[src/rtl/seg_scan_decoder.sv]
// seg_scan_decoder
//
// Passive monitor for a multiplexed, active-low 7-segment display bus. It
// watches the anode enables and the shared segment lines, waits for each
// (AN, HEX0) pair to settle, decodes the glyph shown on each digit, and
// assembles one frame of per-digit character codes. Each completed frame is
// published with a one-cycle valid pulse. The block never drives the bus.
//
// Parameters:
//   SETTLE_CYCLES  - consecutive identical samples needed to accept a pattern (>= 2)
//   TIMEOUT_CYCLES - cycles without an accepted capture before stale rises (>= 2)
//   DIGIT_MASK     - digits that must all be captured to complete a frame
//
// Ports:
//   CLK100MHZ     in   system clock, rising edge
//   RST           in   synchronous active-high reset
//   AN[7:0]       in   anode enables, active-low, asynchronous
//   HEX0[0:6]     in   segments a..g, active-low, bit 0 = a, asynchronous
//   char_codes    out  published frame, nibble i = digit i code
//   frame_valid   out  one-cycle pulse when char_codes updates
//   frame_changed out  one-cycle pulse with frame_valid when the frame differs
//   stale         out  level, no accepted capture within TIMEOUT_CYCLES
//   err_multi     out  one-cycle pulse on an accepted pattern with >1 anode low

module seg_scan_decoder #(
    parameter int unsigned SETTLE_CYCLES  = 16,
    parameter int unsigned TIMEOUT_CYCLES = 1000000,
    parameter logic [7:0]  DIGIT_MASK     = 8'b00111111
) (
    input  logic        CLK100MHZ,
    input  logic        RST,
    input  logic [7:0]  AN,
    input  logic [0:6]  HEX0,
    output logic [31:0] char_codes,
    output logic        frame_valid,
    output logic        frame_changed,
    output logic        stale,
    output logic        err_multi
);

    localparam int unsigned CNT_W = $clog2(SETTLE_CYCLES);
    localparam logic [CNT_W-1:0] SETTLE_MAX = CNT_W'(SETTLE_CYCLES - 1);
    localparam logic [CNT_W-1:0] SETTLE_PRE = CNT_W'(SETTLE_CYCLES - 2);
    localparam logic [31:0] TIMEOUT_LAST = 32'(TIMEOUT_CYCLES - 1);

    logic [7:0]       an_meta;
    logic [7:0]       an_sync;
    logic [0:6]       hex_meta;
    logic [0:6]       hex_sync;
    logic [14:0]      sample_cur;
    logic [14:0]      sample_prev;
    logic             same_sample;
    logic [CNT_W-1:0] stable_cnt;
    logic             armed;
    logic             accept;
    logic [7:0]       an_low;
    logic             multi_low;
    logic             single_low;
    logic             capture;
    logic             capture_masked;
    logic             frame_done;
    logic [3:0]       glyph_code;
    logic [31:0]      work_codes;
    logic [31:0]      frame_next;
    logic [7:0]       seen;
    logic [31:0]      timeout_cnt;
    logic             timeout_hit;

    // Two-flop synchroniser for the asynchronous display bus. Idles at all
    // ones, which is what a blanked, fully deselected display looks like.
    always_ff @(posedge CLK100MHZ) begin
        if (RST) begin
            an_meta  <= 8'hFF;
            an_sync  <= 8'hFF;
            hex_meta <= 7'b1111111;
            hex_sync <= 7'b1111111;
        end else begin
            an_meta  <= AN;
            an_sync  <= an_meta;
            hex_meta <= HEX0;
            hex_sync <= hex_meta;
        end
    end

    assign sample_cur  = {an_sync, hex_sync};
    assign same_sample = (sample_cur == sample_prev);

    // Accept in the cycle the counter steps to its saturation value, which is
    // the SETTLE_CYCLES-th identical sample. Armed limits this to one accept
    // per stable interval.
    assign accept = armed && same_sample && (stable_cnt == SETTLE_PRE);

    // Anode classification: clearing the lowest set bit leaves something
    // only when two or more anodes are active.
    assign an_low         = ~an_sync;
    assign multi_low      = ((an_low & (an_low - 8'd1)) != 8'd0);
    assign single_low     = (an_low != 8'd0) && !multi_low;
    assign capture        = accept && single_low;
    assign capture_masked = capture && ((an_low & DIGIT_MASK) != 8'd0);
    assign frame_done     = capture_masked && ((seen | an_low) == DIGIT_MASK);

    // An acceptance in the threshold cycle resets the counter, so it takes
    // priority over the timeout.
    assign timeout_hit = !capture && (timeout_cnt == TIMEOUT_LAST);

    // Glyph decode; anything not in the table reads as unknown.
    always_comb begin
        glyph_code = 4'hB;
        case (hex_sync)
            7'b0000001: glyph_code = 4'h0;
            7'b1001111: glyph_code = 4'h1;
            7'b1000010: glyph_code = 4'hD;
            7'b0110000: glyph_code = 4'hE;
            7'b1111111: glyph_code = 4'hF;
            default:    glyph_code = 4'hB;
        endcase
    end

    // Frame as it would be published this cycle: working nibbles with the
    // capture being accepted right now merged in, unmasked digits forced blank.
    always_comb begin
        frame_next = 32'hFFFFFFFF;
        for (int i = 0; i < 8; i++) begin
            if (DIGIT_MASK[i]) begin
                if (capture_masked && an_low[i]) begin
                    frame_next[i*4 +: 4] = glyph_code;
                end else begin
                    frame_next[i*4 +: 4] = work_codes[i*4 +: 4];
                end
            end
        end
    end

    // Stability tracking of the synchronised bus.
    always_ff @(posedge CLK100MHZ) begin
        if (RST) begin
            sample_prev <= 15'h7FFF;
            stable_cnt  <= '0;
            armed       <= 1'b1;
        end else begin
            sample_prev <= sample_cur;
            if (!same_sample) begin
                stable_cnt <= '0;
                armed      <= 1'b1;
            end else begin
                if (stable_cnt != SETTLE_MAX) begin
                    stable_cnt <= stable_cnt + 1'b1;
                end
                if (accept) begin
                    armed <= 1'b0;
                end
            end
        end
    end

    // Working nibbles, seen set, publication and stale flag. A digit seen
    // twice before the frame completes simply overwrites its nibble.
    always_ff @(posedge CLK100MHZ) begin
        if (RST) begin
            work_codes    <= 32'hFFFFFFFF;
            seen          <= 8'h00;
            char_codes    <= 32'hFFFFFFFF;
            frame_valid   <= 1'b0;
            frame_changed <= 1'b0;
            stale         <= 1'b1;
        end else begin
            frame_valid   <= 1'b0;
            frame_changed <= 1'b0;
            for (int i = 0; i < 8; i++) begin
                if (capture_masked && an_low[i]) begin
                    work_codes[i*4 +: 4] <= glyph_code;
                end
            end
            if (frame_done) begin
                char_codes    <= frame_next;
                frame_valid   <= 1'b1;
                frame_changed <= (frame_next != char_codes);
                seen          <= 8'h00;
                stale         <= 1'b0;
            end else if (capture_masked) begin
                seen <= seen | an_low;
            end else if (timeout_hit) begin
                seen  <= 8'h00;
                stale <= 1'b1;
            end
        end
    end

    // Multi-anode patterns are only flagged once they have settled.
    always_ff @(posedge CLK100MHZ) begin
        if (RST) begin
            err_multi <= 1'b0;
        end else begin
            err_multi <= accept && multi_low;
        end
    end

    // Cycles since the last single-digit capture, saturating. Blanks and
    // multi-anode patterns do not count as activity.
    always_ff @(posedge CLK100MHZ) begin
        if (RST) begin
            timeout_cnt <= 32'd0;
        end else if (capture) begin
            timeout_cnt <= 32'd0;
        end else if (timeout_cnt != 32'hFFFFFFFF) begin
            timeout_cnt <= timeout_cnt + 32'd1;
        end
    end

endmodule

[config.mk]
export PLATFORM = sky130hd
export DESIGN_NAME = seg_scan_decoder
export DESIGN_NICKNAME = d
export VERILOG_FILES = /design/src/rtl/seg_scan_decoder.sv
export SDC_FILE = /design/constraint.sdc
export NUM_CORES = 1
export LEC_CHECK = 0
export ABC_AREA = 1
export CORE_MARGIN = 3
export CORE_UTILIZATION = 63
export CTS_BUF_LIST = sky130_fd_sc_hd__clkbuf_4 sky130_fd_sc_hd__clkbuf_8 sky130_fd_sc_hd__clkbuf_16
export DETAILED_ROUTE_END_ITERATION = 10
export GPL_ROUTABILITY_DRIVEN = 0
export HOLD_SLACK_MARGIN = 0.02
export MAX_ROUTING_LAYER = met4
export PLACE_DENSITY = 0.85
export SYNTH_ARGS = -nofsm -noshare
export SYNTH_HDL_FRONTEND = slang
export SYNTH_SLANG_ARGS = --single-unit
[constraint.sdc]
create_clock -name CLK100MHZ -period 6.5 [get_ports CLK100MHZ]
set_input_delay 1.3 -clock CLK100MHZ [delete_from_list [all_inputs] [get_ports CLK100MHZ]]
set_output_delay 1.3 -clock CLK100MHZ [all_outputs]
set_load 0.01 [all_outputs]
==> After elaboration in Yosys (flattened, before gate mapping) <==
Cells that the tools add are included.
{ "word_totals": {"out_inout_bits": 36, "regBits": 142} }
{ "op_classes": {"n_reduce_logical": 26, "addsub": 3, "bitwise": 5, "muxes": 13, "eq_ne": 13} }
{ "ops": {"columns": ["operator", "n"], "rows": [
  ["$add 32x1->32 const B", 1],
  ["$eq 32x20->1 const B", 1],
  ["$ne 32x32->1 const B", 1],
  ["$mux 4", 6],
  ["$ne 24x24->1", 1],
  ["$reduce_bool 8->1", 3],
  ["$eq 7x7->1 const B", 3],
  ["$pmux 4 s5", 1],
  ["$mux 8", 2],
  ["$eq 15x15->1", 1],
  ["$logic_and 1x1->1", 14],
  ["$and 8x8->8", 1],
  ["$eq 8x6->1 const B", 1],
  ["$not 8->8", 1],
  ["$or 8x8->8", 1],
  ["$reduce_or 2->1", 4],
  ["$sub 8x1->8 const B", 1],
  ["$eq 7x1->1 const B", 1],
  ["$eq 7x6->1 const B", 1],
  ["$add 4x1->4 const B", 1],
  ["$eq 4x4->1 const B", 1],
  ["$mux 1", 4],
  ["$ne 4x4->1 const B", 1],
  ["$reduce_bool 2->1", 2],
  ["4 further kinds", 6]
]} }

==> Longest topological paths before layout <==
Gate-level depths: netlist of the first run.
{ "logic_depth": {"ltp_word": 12, "mapped_depth": 20} }

==> Least setup slack after synthesis of the first run <==
No wires, ideal clock.
{ "synth_path": {"path_type": "in2reg", "start": "input port RST", "end": "register timeout_cnt[2]", "path_slack_ns": 4.108, "path_buffers": 2, "path_stages": 5, "arrival_time_ns": 2.257, "required_time_ns": 6.366, "setup_time_ns": 0.134, "path_cell_list": "clkbuf_1 -> clkinv_1 -> nand2_1 -> clkbuf_1 -> a211oi_1"} }
{ "synth_via": {"elab_chain_len": 1} }
{ "synth_rtl": {"columns": ["element", "line", "source"], "rows": [
  ["from (decl)", "31", "input logic RST,"],
  ["$reduce_or 2->1 (no source line)", null, null],
  ["to (signal assigned)", "206", "timeout_cnt <= timeout_cnt + 32'd1;"],
  ["to (decl)", "66", "logic [31:0] timeout_cnt;"]
]} }
No other way between the ends.
A chain may end at the register's enable or synchronous reset.

==> Worst setup path in the final report of the first run <==
{ "layout_path": {"start": "register an_sync[0]", "end": "register frame_changed"} }
{ "layout_via": {"elab_chain_len": 11} }
{ "layout_rtl": {"columns": ["element", "line", "source"], "rows": [
  ["from (decl)", "47", "logic [7:0] an_sync;"],
  ["from (signal assigned)", "79", "an_sync <= an_meta;"],
  ["$not 8->8", "95", "assign an_low = ~an_sync;"],
  ["$sub 8x1->8", "96", "assign multi_low = ((an_low & (an_low - 8'd1)) != 8'd0);"],
  ["$and 8x8->8", "96", null],
  ["$reduce_bool 8->1", "96", null],
  ["$logic_not 1->1", "97", "assign single_low = (an_low != 8'd0) && !multi_low;"],
  ["$logic_and 1x1->1", "97", null],
  ["$logic_and 1x1->1", "98", "assign capture = accept && single_low;"],
  ["$logic_and 1x1->1", "99", "assign capture_masked = capture && ((an_low & DIGIT_MASK) != 8'd0);"],
  ["$logic_and 1x1->1 (on tied branches)", "125, 100", null],
  ["$mux 4, or another cell as far along", "125", "if (capture_masked && an_low[i]) begin"],
  ["$ne 24x24->1 / $reduce_or 2->1 (equally long branches)", null, null],
  ["to (signal assigned)", "177", "frame_changed <= (frame_next != char_codes);"],
  ["to (decl)", "36", "output logic frame_changed,"]
]} }
Parallel ways exist; a longest one is shown, timed or not.

==> results of run 1 <==
## sequential cells by signal, summed over array words and instances (netlist names)
signal         cells
sample_prev       15
stale              1
hex_meta           7
stable_cnt         4
work_codes        24
char_codes        24
err_multi          1
frame_changed      1
an_sync            8
seen               8
armed              1
frame_valid        1
hex_sync           7
timeout_cnt       32
an_meta            8
## cell usage in the layout, fill, tap and decap left out, types with 8 or more instances in the layout
| cell type | count |
|---|---|
| nand2_1 | 256 |
| dfxtp_1 | 142 |
| inv_1 | 123 |
| nor2_1 | 88 |
| nand3_1 | 50 |
| clkdlybuf4s50_1 | 44 |
| nand4_1 | 34 |
| or2_2 | 33 |
| a21oi_1 | 19 |
| xor2_1 | 17 |
| a22oi_1 | 17 |
| clkbuf_16 | 16 |
| nor4_1 | 15 |
| nor3_1 | 13 |
| inv_2 | 9 |
| conb_1 | 8 |
## where the power goes
group	switching (mW)	internal (mW)
registers	0.00852	0.884
clock network	0.352	0.619
logic	0.0536	0.0287
total	0.414	1.53
## per-layer routing
layer	part of all wire (%)	wire length [µm]
met5	0	0
met4	2.5	353
met1	42	5900
met3	6.9	957
met2	48	6710
## critical path, stage by stage (launching register included)
cell     delay (ns)
dfxtp_1        0.45
nand3_2        0.15
nor2_4         0.13
nand2_2        0.36
nand2_1        0.16
nand2_1        0.07
inv_2          0.06
nand2_4        0.07
nor2_8         0.42
nand3_1        0.29
nand2_1        0.18
nand2_1        0.12
nand2_1        0.08
nand2_1        0.07
nor2_1         0.12
nand2_1        0.07
nor2_1         0.12
nand3_1        0.09
nand2_1        0.06
inv_1          0.04
## how the worst max path moves through the flow
| stage | startpoint | to | slack, ns |
|---|---|---|---|
| detailed placement | RST | timeout_cnt[21]$_SDFFE_PP0P_ | 3.17 |
| global route | an_sync[0]$_SDFF_PP1_ | frame_changed$_SDFF_PP0_ | 2.97 |
| CTS | an_sync[0]$_SDFF_PP1_ | frame_changed$_SDFF_PP0_ | 3.32 |
| floorplan | RST | timeout_cnt[2]$_SDFFE_PP0P_ | 4.11 |
| finish | an_sync[0]$_SDFF_PP1_ | frame_changed$_SDFF_PP0_ | 3.25 |
| global placement | RST | timeout_cnt[21]$_SDFFE_PP0P_ | 3.18 |
## area by class of cell
class / count / area, µm²
clock inverters: 11 / 170
clock buffers: 18 / 422
flip-flops and latches: 142 / 2840
multi-input cells: 607 / 3030
well taps: 133 / 166
fillers: 773 / 2360
repair buffers: 46 / 455
inverters: 134 / 505
## cells by family after synthesis
logic type / count (synthesis)
XOR/XNOR: 24
buffers and inverters: 166
other: 1
AO/OA/AOI/OAI: 58
flip-flops: 142
adder cells (fa/ha/maj): 3
AND/OR/NAND/NOR: 514
## cell usage after synthesis, drive strengths merged (2+ instances only)
cell / instances
nor3: 15
nand4: 34
ha: 3
or4: 2
a21oi: 19
nand3: 54
nor3b: 2
buf: 18
dfxtp: 142
xor2: 17
a211oi: 2
nand2: 261
or2: 33
o21ai: 7
nand3b: 3
nor2: 92
a22oi: 24
xnor2: 7
inv: 133
nor4: 15
a31oi: 4
clkbuf: 14
## metrics by stage
stage          cell area, µm²  hold slack (ns)  worst slack, ns  power [mW]  util, %
6_report                 7590            0.406             3.25        1.95     76.3
3_3_place_gp             7000            0.391             3.18       0.991     70.3
5_1_grt                  7590            0.417             2.97        2.01     76.3
3_5_place_dp             7000            0.392             3.17       0.993     70.3
2_1_floorplan            6580            0.389             4.11       0.973        -
4_1_cts                  7590            0.406             3.32        1.96     76.3
==> out/metrics.csv, run 1 <==
metric,value,unit
VDD IR-drop max,0.000197,V
hold path depth,1,
RSZ-0062 raised after global routing,no,
largest area contributor in the netlist,dfxtp_1,
status,completed,
final period utilization,49.9,%
Slew Limit Fails,0,
Via Count,5834,
register area share after synthesis,43.4,%
count of cell types in the netlist,43,
Detailed Route WL,13900,µm
"Top FF cell, synth",dfxtp_1,
initial core utilization,65.8,%
met2 GRT Util,42.6,%
r2r startpoint,an_sync[0]$_SDFF_PP1_,
asr flop ratio synth,0,%
worst-skew pair later-pin latency,0.53,ns
Leak,3.75,nW
die footprint,11700,µm²
final hold vios,0,
die height,108,µm
most used routing layer,met2,
Hold EP,an_sync[6]$_SDFF_PP1_,
Post-Place Cells,1062,
PD cells,256,nW/µm²
layout cell share with drive strength beyond 1,10.0,%
post-synthesis xor/xnor area fraction,3.21,%
worst reg2reg setup slack,3.25,ns
Final min period,3.25,ns
FF-to-FF path depth,19,
first-pass GRT wire length,23100,µm
Clock Tree Root,clkbuf_8,
met3 Track Usage GR,6.15,%
Slew headroom,32.2,%
Pre-antenna DRT Iters,5,
DPL Wire Length,9280,µm
CTS Buffer Depth,2,
largest net degree at the start of global routing,42,
mean cell area of the mapped netlist,7.22,µm²
CP Data Arrival Time,3.67,ns
DR WL/cell,12.8,µm
Resize count post-CTS,0,
endpoint type of the worst setup path,flip-flop,
mux contribution to synthesized area,0,%
kind of critical path,reg -> reg,
hold_sp,an_meta[6]$_SDFF_PP1_,
Num CTS Buffers,17,
CTS tree,yes,
n_diodes,0,
postcts setup bufs,0,
Compound-Gate Fraction of Synth Area,6.11,%
# DRC,0,
total grt overflow,0,
Hold WC Path Type,reg -> reg,
cell count after synthesis,908,
Post-Synth Simple-Gate Area,35.9,%
Post-CTS Hold Fix Bufs,0,
Avg Vias per Cell,5.35,
port bufs,44,
crit path max fanout,35,
Worst-Margin Slew,1.01,ns
synth warn,0,
worst clock skew,0.0130,ns
Clock transition at path regs,0.06,ns
main combinational cell family by area after synthesis,simple AND/OR/NAND/NOR gates,
htree depth,4,
WP data required,6.92,ns
Total GRT Usage,25.3,%
mapped cell area,6550,µm²
post-synth top area share,43.4,%
R2R Path End,frame_changed$_SDFF_PP0_,
final setup fails,0,
number of synthesized flops with an enable pin,0,
via count of the first global-routing pass,5235,
post-route ant nets,0,
Final nets,968,
"FF+latch count, synth",142,
Sum Neg Setup Slack,0,ns
# IOs,53,
Adder-Cell Fraction of Synth Area,0.573,%
CP Launch Type,flip-flop,
Synth area leaders,"dfxtp_1 43%, nand2_1 15%, inv_1 7.0%",
CORE AREA,9950,µm²
die width,108,µm
Max Cap Viol,0,
met1 Use GR,29.8,%
FMAX,308,MHz
# rows,36,
1st-iter DRT viols,314,
Layout area overhead,15.8,%
Non-Filler Instances,1091,
initial antenna violation count,0,
clk sinks,142,
No activity file was read; power rests on OpenSTA's default activity.
==> run 2, diff against run 1 <==
CORE_UTILIZATION = 58   (was 63)
PLACE_DENSITY = 0.8   (was 0.85)
clock period = 3 ns   (was 6.5 ns; I/O delays follow)
==> out/metrics.csv, run 2 (synthesis results as in run 1) <==
metric,value,unit,change
worst-skew pair later-pin latency,0.42,ns,was 0.53 ns
Num CTS Buffers,17,,unchanged
max reg flops,32,,unchanged
Slew headroom,60.3,%,was 32.2%
postcts setup bufs,0,,unchanged
largest net degree at the start of global routing,40,,was 42
top flop regs,"timeout_cnt: 32 flops, char_codes: 24 flops, work_codes: 24 flops",,unchanged
register with the most flip-flops,timeout_cnt,,unchanged
Pre-antenna DRT Iters,5,,unchanged
final hold vios,0,,unchanged
die width,112,µm,was 108 µm
worst clock skew,0.00587,ns,was 0.0130 ns
crit path max fanout,19,,was 35
Worst-Margin Slew,0.593,ns,was 1.01 ns
Final nets,973,,was 968
DPL Wire Length,9690,µm,was 9280 µm
Sum Neg Setup Slack,0,ns,unchanged
via count of the first global-routing pass,5269,,was 5235
Hold WC Path Type,reg -> reg,,unchanged
htree depth,4,,unchanged
Resize count post-CTS,0,,unchanged
PD cells,559,nW/µm²,was 256 nW/µm²
Multi-input gate area,3030,µm²,unchanged
RSZ-0062 raised after global routing,no,,unchanged
Clock transition at path regs,0.06,ns,about the same
DR WL/cell,12.7,µm,was 12.8 µm
# IOs,53,,unchanged
Via Count,5692,,was 5834
WP data required,3.32,ns,was 6.92 ns
Slew Limit Fails,0,,unchanged
status,completed,,unchanged
Post-CTS Hold Fix Bufs,0,,unchanged
first-pass GRT wire length,24100,µm,was 23100 µm
Total GRT Usage,24.1,%,was 25.3%
CORE AREA,10900,µm²,was 9950 µm²
layout cell share with drive strength beyond 1,10.8,%,was 10.0%
die height,112,µm,was 108 µm
# DRC,0,,unchanged
kind of critical path,reg -> reg,,unchanged
CP Launch Type,flip-flop,,unchanged
n_diodes,0,,unchanged
Clock Tree Root,clkbuf_16,,was clkbuf_8
1st-iter DRT viols,428,,was 314
endpoint type of the worst setup path,flip-flop,,unchanged
Layout area overhead,17.1,%,was 15.8%
Max Cap Viol,0,,unchanged
final setup fails,0,,unchanged
Leak,3.81,nW,was 3.75 nW
Detailed Route WL,14100,µm,was 13900 µm
port bufs,44,,unchanged
initial core utilization,59.9,%,was 65.8%
"most common cell after layout, fill and taps aside",nand2_1,,unchanged
FMAX,391,MHz,was 308 MHz
most frequent cells in the layout,"256 x nand2_1, 142 x dfxtp_1, 123 x inv_1",,unchanged
# rows,38,,was 36
register area,2840,µm²,unchanged
Final min period,2.56,ns,was 3.25 ns
DP Area,7060,µm²,was 7000 µm²
Avg Vias per Cell,5.15,,was 5.35
final period utilization,85.3,%,was 49.9%
clk sinks,142,,unchanged
Final Cell Area,7670,µm²,was 7590 µm²
CTS Buffer Depth,2,,unchanged
VDD IR-drop max,0.000518,V,was 0.000197 V
# fillers,877,,was 773
post-route ant nets,0,,unchanged
total grt overflow,0,,unchanged
die footprint,12600,µm²,was 11700 µm²
initial antenna violation count,0,,unchanged
CTS tree,yes,,unchanged
CP Data Arrival Time,2.88,ns,was 3.67 ns
==> run 2: stage by stage <==
step,power (mW),worst slack [ns],util [%],std cells,hold slack [ns]
after global placement,2.15,0.499,64.5,1074,0.390
after global routing,4.42,0.103,70.2,1106,0.415
after detailed placement,2.15,0.479,64.5,1074,0.394
final,4.29,0.441,70.2,1106,0.404
after CTS,4.31,0.469,70.2,1106,0.405
after floorplan,2.11,0.924,-,915,0.389
==> run 2: metal layers <==
metal	vias to the layer above	track usage [%]	wire length, µm
met1	2572	29.9	6350
met5	-	-	0
met3	28	4.80	634
met2	129	38.2	6740
li1	2963	-	-
met4	0	10.9	332
==> run 2: layout make-up <==
type,instances,area share [%]
Clock inverter,10,1.76
Tap cell,140,2.28
Clock buffer,22,6.28
Multi-Input combinational cell,607,39.5
Inverter,134,6.59
Sequential cell,142,37.0
Timing Repair Buffer,51,6.59
==> run 2: critical path, cell delays in order (launching register included) <==
cell	delay, ns
dfxtp_1	0.45
inv_2	0.06
nand2_1	0.06
nand2_1	0.05
nor2_1	0.17
nand2_1	0.10
nor2_1	0.13
nand3_2	0.12
nor2_8	0.25
buf_4	0.23
nand3_4	0.11
nand2_1	0.11
nand2_1	0.09
nand2_1	0.07
nand2_1	0.05
nor2_1	0.08
nand2_1	0.06
nor2_1	0.12
nand3_1	0.08
nand2_1	0.06
inv_1	0.04
==> run 2: report_power, final <==
| part | internal (mW) | total (mW) | switching, mW |
|---|---|---|---|
| clock network | 1.39 | 2.17 | 0.780 |
| logic | 0.0650 | 0.185 | 0.120 |
| registers | 1.91 | 1.93 | 0.0181 |
| total | 3.37 | 4.29 | 0.918 |
==> run 2: final timing paths <==
check	from	endpoint	slack, ns	cells after the start
worst max-delay path	hex_sync[5]$_SDFF_PP1_	frame_changed$_SDFF_PP0_	0.44	20
worst min-delay path	an_meta[6]$_SDFF_PP1_	an_sync[6]$_SDFF_PP1_	0.40	1
worst max register to register	hex_sync[5]$_SDFF_PP1_	frame_changed$_SDFF_PP0_	0.44	20
worst min register to register	an_meta[6]$_SDFF_PP1_	an_sync[6]$_SDFF_PP1_	0.40	1
